===== src/rtl/counter_pkg.sv =====
// Shared definitions for the parametrised up/down FSM counter.
// State encoding is fixed at 2 bits so the debug port width never changes.
package counter_pkg;

    localparam int STATE_W = 2;

    typedef enum logic [STATE_W-1:0] {
        ST_IDLE = 2'b00,
        ST_UP   = 2'b01,
        ST_DOWN = 2'b10,
        ST_SAT  = 2'b11
    } state_t;

endpackage : counter_pkg


===== src/rtl/counter_step_calc.sv =====
// Combinational next-value calculation for one enabled step of the counter.
// Bounds are 0 and MAX_VAL, so non-power-of-2 moduli wrap correctly.
module counter_step_calc #(
    parameter int          WIDTH   = 3,
    parameter int unsigned MAX_VAL = 2**WIDTH-1
) (
    input  logic [WIDTH-1:0] count,
    input  logic             up_dn,
    input  logic             sat_mode,
    output logic [WIDTH-1:0] next_count,
    output logic             at_bound
);

    localparam logic [WIDTH-1:0] MAX_W = WIDTH'(MAX_VAL);

    // NOTE: every output gets a default first so no path can infer a latch.
    always_comb begin
        next_count = count;
        at_bound   = up_dn ? (count == MAX_W) : (count == '0);
        if (at_bound) begin
            if (!sat_mode) begin
                next_count = up_dn ? '0 : MAX_W;
            end
        end else begin
            next_count = up_dn ? count + 1'b1 : count - 1'b1;
        end
    end

endmodule : counter_step_calc


===== src/rtl/counter_updown_param_fsm.sv =====
// Parametrised up/down counter with FSM direction control, parallel load,
// wrap/saturate selection and a registered terminal-count pulse.
module counter_updown_param_fsm
    import counter_pkg::*;
#(
    parameter int          WIDTH   = 3,
    parameter int unsigned MAX_VAL = 2**WIDTH-1
) (
    input  logic               clk,
    input  logic               rst_n,
    input  logic               en,
    input  logic               up_dn,
    input  logic               load,
    input  logic [WIDTH-1:0]   load_val,
    input  logic               sat_mode,
    output logic [WIDTH-1:0]   count,
    output logic               tc,
    output logic [STATE_W-1:0] state
);

    localparam logic [WIDTH-1:0] MAX_W = WIDTH'(MAX_VAL);

    logic [WIDTH-1:0] r_count;
    logic             r_tc;
    state_t           r_state;

    logic [WIDTH-1:0] w_next_count;
    logic             w_at_bound;
    logic [WIDTH-1:0] w_load_clamped;

    counter_step_calc #(
        .WIDTH   (WIDTH),
        .MAX_VAL (MAX_VAL)
    ) u_step_calc (
        .count      (r_count),
        .up_dn      (up_dn),
        .sat_mode   (sat_mode),
        .next_count (w_next_count),
        .at_bound   (w_at_bound)
    );

    assign w_load_clamped = (load_val > MAX_W) ? MAX_W : load_val;

    // NOTE: sequential state uses non-blocking assignments only, so every
    // register samples pre-edge values regardless of statement order.
    always_ff @(posedge clk) begin
        if (!rst_n) begin
            r_count <= '0;
            r_tc    <= 1'b0;
            r_state <= ST_IDLE;
        end else if (load) begin
            r_count <= w_load_clamped;
            r_tc    <= 1'b0;
            r_state <= ST_IDLE;
        end else begin
            case (r_state)
                ST_IDLE, ST_UP, ST_DOWN, ST_SAT: begin
                    if (!en) begin
                        r_tc    <= 1'b0;
                        r_state <= ST_IDLE;
                    end else begin
                        r_count <= w_next_count;
                        if (w_at_bound && sat_mode) begin
                            // Pulse only on the edge that enters SAT.
                            r_tc    <= (r_state != ST_SAT);
                            r_state <= ST_SAT;
                        end else begin
                            r_tc    <= w_at_bound;
                            r_state <= up_dn ? ST_UP : ST_DOWN;
                        end
                    end
                end
                default: begin
                    r_tc    <= 1'b0;
                    r_state <= ST_IDLE;
                end
            endcase
        end
    end

    assign count = r_count;
    assign tc    = r_tc;
    assign state = r_state;

endmodule : counter_updown_param_fsm


===== config.mk =====
export PLATFORM = sky130hd
export DESIGN_NAME = counter_updown_param_fsm
export DESIGN_NICKNAME = d
export VERILOG_FILES = /design/src/rtl/counter_pkg.sv /design/src/rtl/counter_step_calc.sv /design/src/rtl/counter_updown_param_fsm.sv
export SDC_FILE = /design/constraint.sdc
export NUM_CORES = 1
export LEC_CHECK = 0
export BUFFER_PORTS_ARGS = -buffer_cell sky130_fd_sc_hd__buf_2
export CAP_MARGIN = 20
export CORE_AREA = 2 2 39 41
export CTS_CLUSTER_SIZE = 40
export DETAILED_ROUTE_END_ITERATION = 6
export DIE_AREA = 0 0 41 43
export PLACE_DENSITY_LB_ADDON = 0.2
export SKIP_LAST_GASP = 1
export SLEW_MARGIN = 30
export SYNTH_ARGS = -nofsm -noshare
export SYNTH_HDL_FRONTEND = slang
export SYNTH_HIERARCHICAL = 1
export SYNTH_SLANG_ARGS = --single-unit
export TNS_END_PERCENT = 50

===== constraint.sdc =====
create_clock -name clk -period 5.5 [get_ports clk]
set_input_delay 0.55 -clock clk [delete_from_list [all_inputs] [get_ports clk]]
set_output_delay 0.55 -clock clk [all_outputs]
set_load 0.02 [all_outputs]

==> results of run 1 <==
[Yosys cell counts (2+ instances only)]
| master | number | area, um2 |
|---|---|---|
| a311oi_1 | 2 | 17.5 |
| nor3b_1 | 3 | 22.5 |
| nand4_1 | 2 | 12.5 |
| o211a_1 | 4 | 40.0 |
| inv_1 | 4 | 15.0 |
| nand2b_1 | 3 | 18.8 |
| a211oi_1 | 2 | 15.0 |
| mux2_1 | 3 | 33.8 |
| buf_6 | 3 | 33.8 |
| dfxtp_1 | 6 | 120 |
| a21oi_1 | 4 | 20.0 |
| nand3_1 | 2 | 10.0 |
[kinds of logic after synthesis]
logic type,Yosys count
buf+inv,8
fa+ha+maj,1
mux,3
simple gates,20
compound gates,17
flops,6
[worst max-delay path: stages]
cell and delay (ps):
buf_2 230, inv_1 120, fa_1 530, nor2b_1 160
o21ai_1 180, o211ai_2 110, mux2_1 290, o211a_1 200
[final cells by class]
| cell class | count | area [um2] | area share, % |
|---|---|---|---|
| multi-input combinational | 41 | 320 | 56.4 |
| tap | 16 | 20.0 | 3.52 |
| sequential | 6 | 120 | 21.1 |
| clock buffer | 3 | 22.5 | 3.96 |
| timing repair buffer | 14 | 70.1 | 12.3 |
| inverter | 4 | 15.0 | 2.64 |
[routing by layer]
layer	GRT usage, %	vias to the layer above	share of wire (%)	wire [um]
met5	0	-	0	0
met4	8.00	0	0.93	9
met3	4.71	2	3.6	35
met2	20.6	8	47	461
met1	18.2	206	48	465
li1	-	236	-	-
[worst paths after layout]
kind / to / slack, ps / cells after the start
setup / recovery: count[1] / 3280 / 8
hold / removal: tc / 440 / 1
setup reg to reg: count[1] / 3320 / 6
hold reg to reg: tc / 440 / 1
[sequential cells by signal (all words and copies together) (netlist names)]
signal  cells
count       3
tc          1
state       2
[power by group through the flow]
stage / clock network (mW) / logic [mW] / registers [mW]
after floorplan: 0 / 0.0339 / 0.0532
after global placement: 0 / 0.0399 / 0.0551
after detailed placement: 0 / 0.0399 / 0.0550
after CTS: 0.0425 / 0.0400 / 0.0541
after global routing: 0.0454 / 0.0453 / 0.0551
final: 0.0398 / 0.0399 / 0.0542
[per-stage QoR]
stage	hold slack, ps	setup slack [ps]
3_3_place_gp	435	3050
5_1_grt	470	3160
6_report	440	3280
3_5_place_dp	433	3050
2_1_floorplan	577	3280
4_1_cts	439	3300
[placed cells by master, fill, tap and decap left out, types with 3 or more instances in the layout]
cell type  Yosys  routed
buf_2          0      14
nand2b_1       3       3
inv_1          4       4
o211a_1        4       4
nor3b_1        3       3
clkbuf_4       0       3
dfxtp_1        6       6
mux2_1         3       3
a21oi_1        4       4
==> results.py, run 1 <==
metrics = {
    "outcome": {
        "outcome": "completed",
    },
    "sta": {
        "period_share_pct": 40.4,
        "fmax_mhz": 450,
        "max-slew-margin-rel_pct": 68.5,
        "slew_viol_final": 0,
        "final_hold_viol_count": 0,
        "setup-violations-final": 0,
        "finClkSkew_ps": 3.42,
        "finalSetupTns_ps": 0,
        "final.min_clock_period_ps": 2220,
        "worstMarginPinSlew_ps": 472,
        "rsz0062_at_grt": "false",
    },
    "placement": {
        "gp_routability_congestion": 0.664,
        "dpl_cell_area_um2": 546,
        "port_buffers": 14,
        "dp.cells": 81,
    },
    "clock_network": {
        "post_cts_buffers": 0,
        "htree_levels": 1,
        "cts-root-buf": "clkbuf_4",
        "cts_resized": 0,
        "cts_tree": "yes",
        "cts_buffers": 3,
        "insertion_delay_ps": 240,
        "ctsHoldBuffers": 0,
        "cts_buffer_depth": 2,
        "clk_pin_slew_ps": 50,
        "cts.sinks": 6,
    },
    "synthesis": {
        "synthMuxAreaShare_pct": 6.80,
        "synthesis.nets": 65,
        "synth_compound_gate_area_share_pct": 26.4,
        "synth.distinct_cells": 29,
        "synthSimpleGateAreaFrac_pct": 27.2,
        "ys_async_sr_fraction_pct": 0,
        "yosys_most_used_dff": "dfxtp_1",
        "yosys_warnings": 6,
        "yosysSeqAreaShare_pct": 24.2,
        "ys_ff_latch": 6,
        "synthXorXnorAreaFrac_pct": 0,
        "synth_fa_ha_area_share_pct": 4.03,
        "syn_area_um2": 497,
        "synth_top_family_by_area": "simple AND/OR/NAND/NOR gates",
        "synth_edf_count": 0,
        "syn_area_per_cell_um2": 9.03,
        "synthCells": 55,
    },
    "pwr": {
        "ir_drop_uv": 131,
        "p_leak_nw": 0.261,
        "power_per_cell_area_mw_per_mm2": 236,
        "pwr-share-seq_pct": 40.5,
        "clockPowerShare_pct": 29.7,
        "switching_share_pct": 32.4,
        "p_comb_share_pct": 29.8,
        "power.switching_mw": 0.0434,
        "finalPower_mw": 0.134,
        "power.internal_mw": 0.0905,
    },
    "critical_path": {
        "rr_startpoint": "count[1]",
        "crit_arrival_ps": 2360,
        "worstSetupStartpoint": "up_dn",
        "cp-start-kind": "input pin",
        "worst_setup_path_end_kind": "flop",
        "crit_type": "in -> reg",
        "cp.required_ps": 5630,
        "worstPathMaxFanout": 15,
    },
    "die": {
        "core.rowCount": 14,
        "die_h_um": 43,
        "dieArea_mm2": 0.00176,
        "core_area_mm2": 0.00138,
        "die_x_um": 41,
        "pin_count": 15,
        "initial_core_util_pct": 35.9,
    },
    "worst_hold_path": {
        "hold_path.class": "reg -> reg",
        "hp-start": "state[0]",
    },
    "drt": {
        "wirelength_um": 972,
        "drt-initial-drc-count": 6,
        "firstDrtPassIters": 4,
        "post_drt_wl_per_cell_um": 11.6,
        "via_per_inst": 5.38,
        "vias": 452,
        "final_antenna_net_count": 0,
        "drc_errors": 0,
    },
    "global_route": {
        "overflow": 0,
        "grt_max_degree": 16,
        "track_usage_pct": 14.4,
        "grt_pass1_vias": 414,
        "grt_pass1_wl_um": 1730,
        "antenna_found_initial": 0,
    },
    "run": {
        "cap_violations": 0,
    },
    "layout": {
        "synthToLayoutAreaGrowth_pct": 14.4,
        "nNetsFinal": 80,
        "fin_util_pct": 41.0,
        "drive_above_1_share_pct": 29.4,
        "postLayoutCellArea_um2": 568,
        "antenna_cells": 0,
        "nFillCells": 149,
        "instances_no_fill": 84,
    },
}
Note: power is estimated with default switching activity, not from simulation.
==> run 2: changes to the inputs <==
Clock period 5.5 ns to 2.05 ns, I/O delays scaled along.
==> run 2 against run 1 <==
Against the previous run:
- wire length up 6.1%
- largest power group unchanged
- highest routed layer is now met3
- combinational power rose to 3.2 times the previous value
- non-clock buffer count increased by 3
- critical endpoint unchanged
- sequential share of layout area down 0.81 points
- via count up 2.0%
- largest cell class unchanged
==> results.py, run 2 (synthesized netlist as in run 1, its figures left out) <==
metrics = {
    "layout": {
        "drive_above_1_share_pct": 32.4,
        "synthToLayoutAreaGrowth_pct": 18.9,
        "nFillCells": 160,
        "largest_reg_flops": 3,
        "mostFrequentLayoutCells": "buf_2, dfxtp_1, a21oi_1, o211a_1, inv_1",
        "nNetsFinal": 83,
        "final_common_cell": "buf_2",
        "antenna_cells": 0,
    },
    "sta": {
        "max-slew-margin-rel_pct": 71.0,
        "fmax_mhz": 534,
        "worstMarginPinSlew_ps": 435,
        "finClkSkew_ps": 3.76,
        "setup-violations-final": 0,
        "final.min_clock_period_ps": 1870,
        "period_share_pct": 91.4,
        "slew_viol_final": 0,
        "finalSetupTns_ps": 0,
        "hold_slack_ps": 230,
        "final_hold_viol_count": 0,
        "rsz0062_at_grt": "false",
    },
    "global_route": {
        "overflow": 0,
        "grt_pass1_wl_um": 1660,
        "track_usage_pct": 13.7,
        "grt_max_degree": 16,
        "grt_pass1_vias": 406,
        "antenna_found_initial": 0,
    },
    "die": {
        "dieArea_mm2": 0.00176,
        "die_x_um": 41,
        "initial_core_util_pct": 35.9,
        "pin_count": 15,
        "core.rowCount": 14,
        "die_h_um": 43,
        "core_area_mm2": 0.00138,
    },
    "drt": {
        "firstDrtPassIters": 4,
        "via_per_inst": 5.30,
        "drc_errors": 0,
        "vias": 461,
        "drt-initial-drc-count": 9,
        "final_antenna_net_count": 0,
        "post_drt_wl_per_cell_um": 11.9,
        "wirelength_um": 1030,
    },
    "critical_path": {
        "crit_path_max_incr_delay_ps": 510,
        "cp-start-kind": "flop",
        "crit_type": "reg -> reg",
        "cp.required_ps": 2190,
        "r2r_slack_ps": 180,
        "crit_arrival_ps": 2010,
        "worstPathMaxFanout": 3,
        "cp_top_family": "adder cells",
        "crit_buf_inv": 0,
        "worst_setup_path_end_kind": "flop",
        "slowest_stage": "fa_1",
        "crit_chain": "fa_1 -> nor2b_1 -> o21ai_1 -> o211ai_2 -> mux2_1 -> o211a_1",
    },
    "clock_network": {
        "cts.sinks": 6,
        "ctsHoldBuffers": 0,
        "cts_buffers": 3,
        "cts_resized": 0,
        "post_cts_buffers": 0,
        "htree_levels": 1,
        "insertion_delay_ps": 240,
        "cts-root-buf": "clkbuf_4",
        "clk_pin_slew_ps": 50,
        "cts_buffer_depth": 2,
        "cts_tree": "yes",
    },
    "pwr": {
        "ir_drop_uv": 308,
        "p_comb_share_pct": 34.2,
        "power.internal_mw": 0.249,
        "p_leak_nw": 0.276,
        "finalPower_mw": 0.370,
        "switching_share_pct": 32.7,
        "power.switching_mw": 0.121,
        "clockPowerShare_pct": 29.5,
        "power_per_cell_area_mw_per_mm2": 626,
        "pwr-share-seq_pct": 36.3,
    },
    "placement": {
        "hpwl_um": 751,
        "port_buffers": 14,
        "gp_routability_congestion": 0.687,
    },
    "worst_hold_path": {
        "hold_path.class": "in -> reg",
    },
    "run": {
        "cap_violations": 0,
    },
    "outcome": {
        "outcome": "completed",
    },
}
run 2: path summary, 6_finish.rpt:
kind	startpoint	end	depth (start not counted)
max	count[0]	count[1]	6
min	rst_n	count[2]	2
max reg2reg	count[0]	count[1]	6
min reg2reg	state[0]	tc	1
run 2: layout make-up:
class,instances,area (um2),area share [%]
multi-input cells,41,320,54.2
flip-flops and latches,6,120,20.3
well taps,16,20.0,3.39
clock buffers,3,22.5,3.81
repair buffers,17,92.6,15.7
inverters,4,15.0,2.54
run 2: metal layers:
| metal | track usage [%] | vias to the layer above | share of wire (%) |
|---|---|---|---|
| met2 | 20.0 | 8 | 48 |
| met3 | 3.14 | 0 | 3.9 |
| li1 | - | 242 | - |
| met5 | 0 | - | 0 |
| met1 | 17.5 | 211 | 48 |
| met4 | 8.00 | 0 | 0 |
run 2: per-stage QoR:
step	instances	worst slack [ps]	util, %	area [um2]
final	87	176	42.7	591
after global routing	87	117	42.7	591
after CTS	87	175	42.7	591
after detailed placement	84	118	41.0	568
after global placement	84	135	41.0	568
after floorplan	55	91.7	-	497
run 2: power groups by stage:
stage	registers, mW	logic, mW	clock network (mW)
2_1_floorplan	0.143	0.0910	0
3_3_place_gp	0.136	0.125	0
3_5_place_dp	0.136	0.126	0
4_1_cts	0.134	0.126	0.116
5_1_grt	0.136	0.140	0.121
6_report	0.134	0.126	0.109
run 2: worst reg2reg max path, cell delays in order, from the launching register on:
cell	delay, ps
dfxtp_1	320
fa_1	510
nor2b_1	160
o21ai_1	170
o211ai_2	110
mux2_1	290
o211a_1	200
==> run 3: changes to the inputs <==
Settings changed: RECOVER_POWER set to 50.
==> run 3 against run 2 <==
Against the previous run:
- sequential cell count unchanged
- critical endpoint unchanged
- non-clock buffer count is the same
- highest routed layer unchanged
- critical path type unchanged
- largest cell class unchanged
- die area did not move
==> results.py, run 3 (synthesized netlist as in run 1, its figures left out) <==
metrics = {
    "outcome": {
        "outcome": "completed",
    },
    "sta": {
        "finalSetupTns_ps": 0,
        "final.min_clock_period_ps": 1870,
        "slew_viol_final": 0,
        "worstMarginPinSlew_ps": 488,
        "period_share_pct": 91.5,
        "max-slew-margin-rel_pct": 67.5,
        "final_hold_viol_count": 0,
        "hold_slack_ps": 230,
        "finClkSkew_ps": 3.77,
        "rsz0062_at_grt": "false",
        "fin_ws_ps": 175,
        "setup-violations-final": 0,
        "fmax_mhz": 533,
    },
    "clock_network": {
        "cts_buffer_depth": 2,
        "cts_resized": 0,
        "clk_pin_slew_ps": 50,
        "ctsHoldBuffers": 0,
        "htree_levels": 1,
        "cts_tree": "yes",
        "insertion_delay_ps": 240,
        "post_cts_buffers": 0,
        "cts_buffers": 3,
        "cts.sinks": 6,
        "cts-root-buf": "clkbuf_4",
    },
    "pwr": {
        "ir_drop_uv": 307,
        "finalPower_mw": 0.368,
        "power_per_cell_area_mw_per_mm2": 632,
        "p_leak_nw": 0.256,
    },
    "placement": {
        "port_buffers": 14,
        "hpwl_um": 751,
        "gp_routability_congestion": 0.687,
        "dp.cells": 84,
        "pre_cts_slack_ps": 118,
    },
    "critical_path": {
        "crit_type": "reg -> reg",
        "worst_setup_path_end_kind": "flop",
        "cp-start-kind": "flop",
        "crit_arrival_ps": 2010,
        "cp.required_ps": 2190,
        "rr_startpoint": "count[0]",
        "worst_r2r_endpoint": "count[1]",
        "slowest_stage": "fa_1",
        "reg2reg_depth": 6,
        "worstPathMaxFanout": 3,
        "r2r_slack_ps": 180,
        "crit_path_max_incr_delay_ps": 510,
        "crit_chain": "fa_1 -> nor2b_1 -> o21ai_1 -> o211ai_2 -> mux2_1 -> o211a_1",
    },
    "drt": {
        "post_drt_wl_per_cell_um": 11.8,
        "final_antenna_net_count": 0,
        "drc_errors": 0,
        "firstDrtPassIters": 6,
        "wirelength_um": 1030,
        "vias": 468,
        "via_per_inst": 5.38,
        "drt-initial-drc-count": 8,
    },
    "die": {
        "pin_count": 15,
        "core.rowCount": 14,
        "initial_core_util_pct": 35.9,
        "die_x_um": 41,
        "dieArea_mm2": 0.00176,
        "die_h_um": 43,
        "core_area_mm2": 0.00138,
    },
    "global_route": {
        "grt_pass1_vias": 406,
        "antenna_found_initial": 0,
        "track_usage_pct": 13.7,
        "grt_max_degree": 16,
        "grt_pass1_wl_um": 1660,
        "overflow": 0,
    },
    "layout": {
        "synthToLayoutAreaGrowth_pct": 17.1,
        "nNetsFinal": 83,
        "drive_above_1_share_pct": 25.4,
        "largest_reg_flops": 3,
        "final_common_cell": "buf_2",
        "antenna_cells": 0,
        "instances_no_fill": 87,
        "mostFrequentLayoutCells": "buf_2, dfxtp_1, clkbuf_1",
    },
    "worst_hold_path": {
        "whs_endpoint": "count[2]",
        "hold_path.class": "in -> reg",
        "min_delay_path_depth": 2,
        "hp-start": "rst_n",
    },
    "run": {
        "cap_violations": 0,
    },
}
run 3: cell types whose count changed in the layout (fill, tap and decap cells not counted):
cell      before  now
clkbuf_1       0    5
buf_2         14   10
buf_4          3    2
run 3: critical path: cells and delay by family (launching register included):
kind                     cells  cell delay [ps]
multiplexers                 1              290
adder cells (fa/ha/maj)      1              510
AND/OR/NAND/NOR              1              160
flip-flops                   1              320
AO/OA/AOI/OAI                3              480
run 3: layout make-up:
| class | instances | area, um2 |
|---|---|---|
| Clock buffer | 3 | 22.5 |
| Sequential cell | 6 | 120 |
| Inverter | 4 | 15.0 |
| Tap cell | 16 | 20.0 |
| Fill cell | 159 | 802 |
| Timing Repair Buffer | 17 | 83.8 |
| Multi-Input combinational cell | 41 | 320 |
run 3: power by group:
part / switching, mW / total, mW / leakage, nW / internal, mW
clock: 0.0428 / 0.109 / 0.0138 / 0.0662
combinational: 0.0684 / 0.124 / 0.193 / 0.0561
sequential: 0.00981 / 0.134 / 0.0494 / 0.124
run 3: metal layers:
metal | track usage [%] | routed length (um) | up-vias
met5 | 0 | 0 | -
met4 | 8.00 | 0 | 0
met3 | 3.14 | 57 | 0
met2 | 20.0 | 497 | 12
met1 | 17.5 | 475 | 212
li1 | - | - | 244
run 3: how the worst max path moves through the flow:
| stage | startpoint | endpoint | cells after the start |
|---|---|---|---|
| global route | count[0] | count[2] | 5 |
| detailed placement | up_dn | count[1] | 8 |
| CTS | count[0] | count[1] | 6 |
| finish | count[0] | count[1] | 6 |
| floorplan | count[1] | count[1] | 6 |
| global placement | up_dn | count[1] | 8 |
run 3: stage by stage:
step / utilization (%) / instance area [um2]
CTS: 42.7 / 591
finish: 42.0 / 582
global placement: 41.0 / 568
floorplan: - / 497
detailed placement: 41.0 / 568
global route: 42.0 / 582
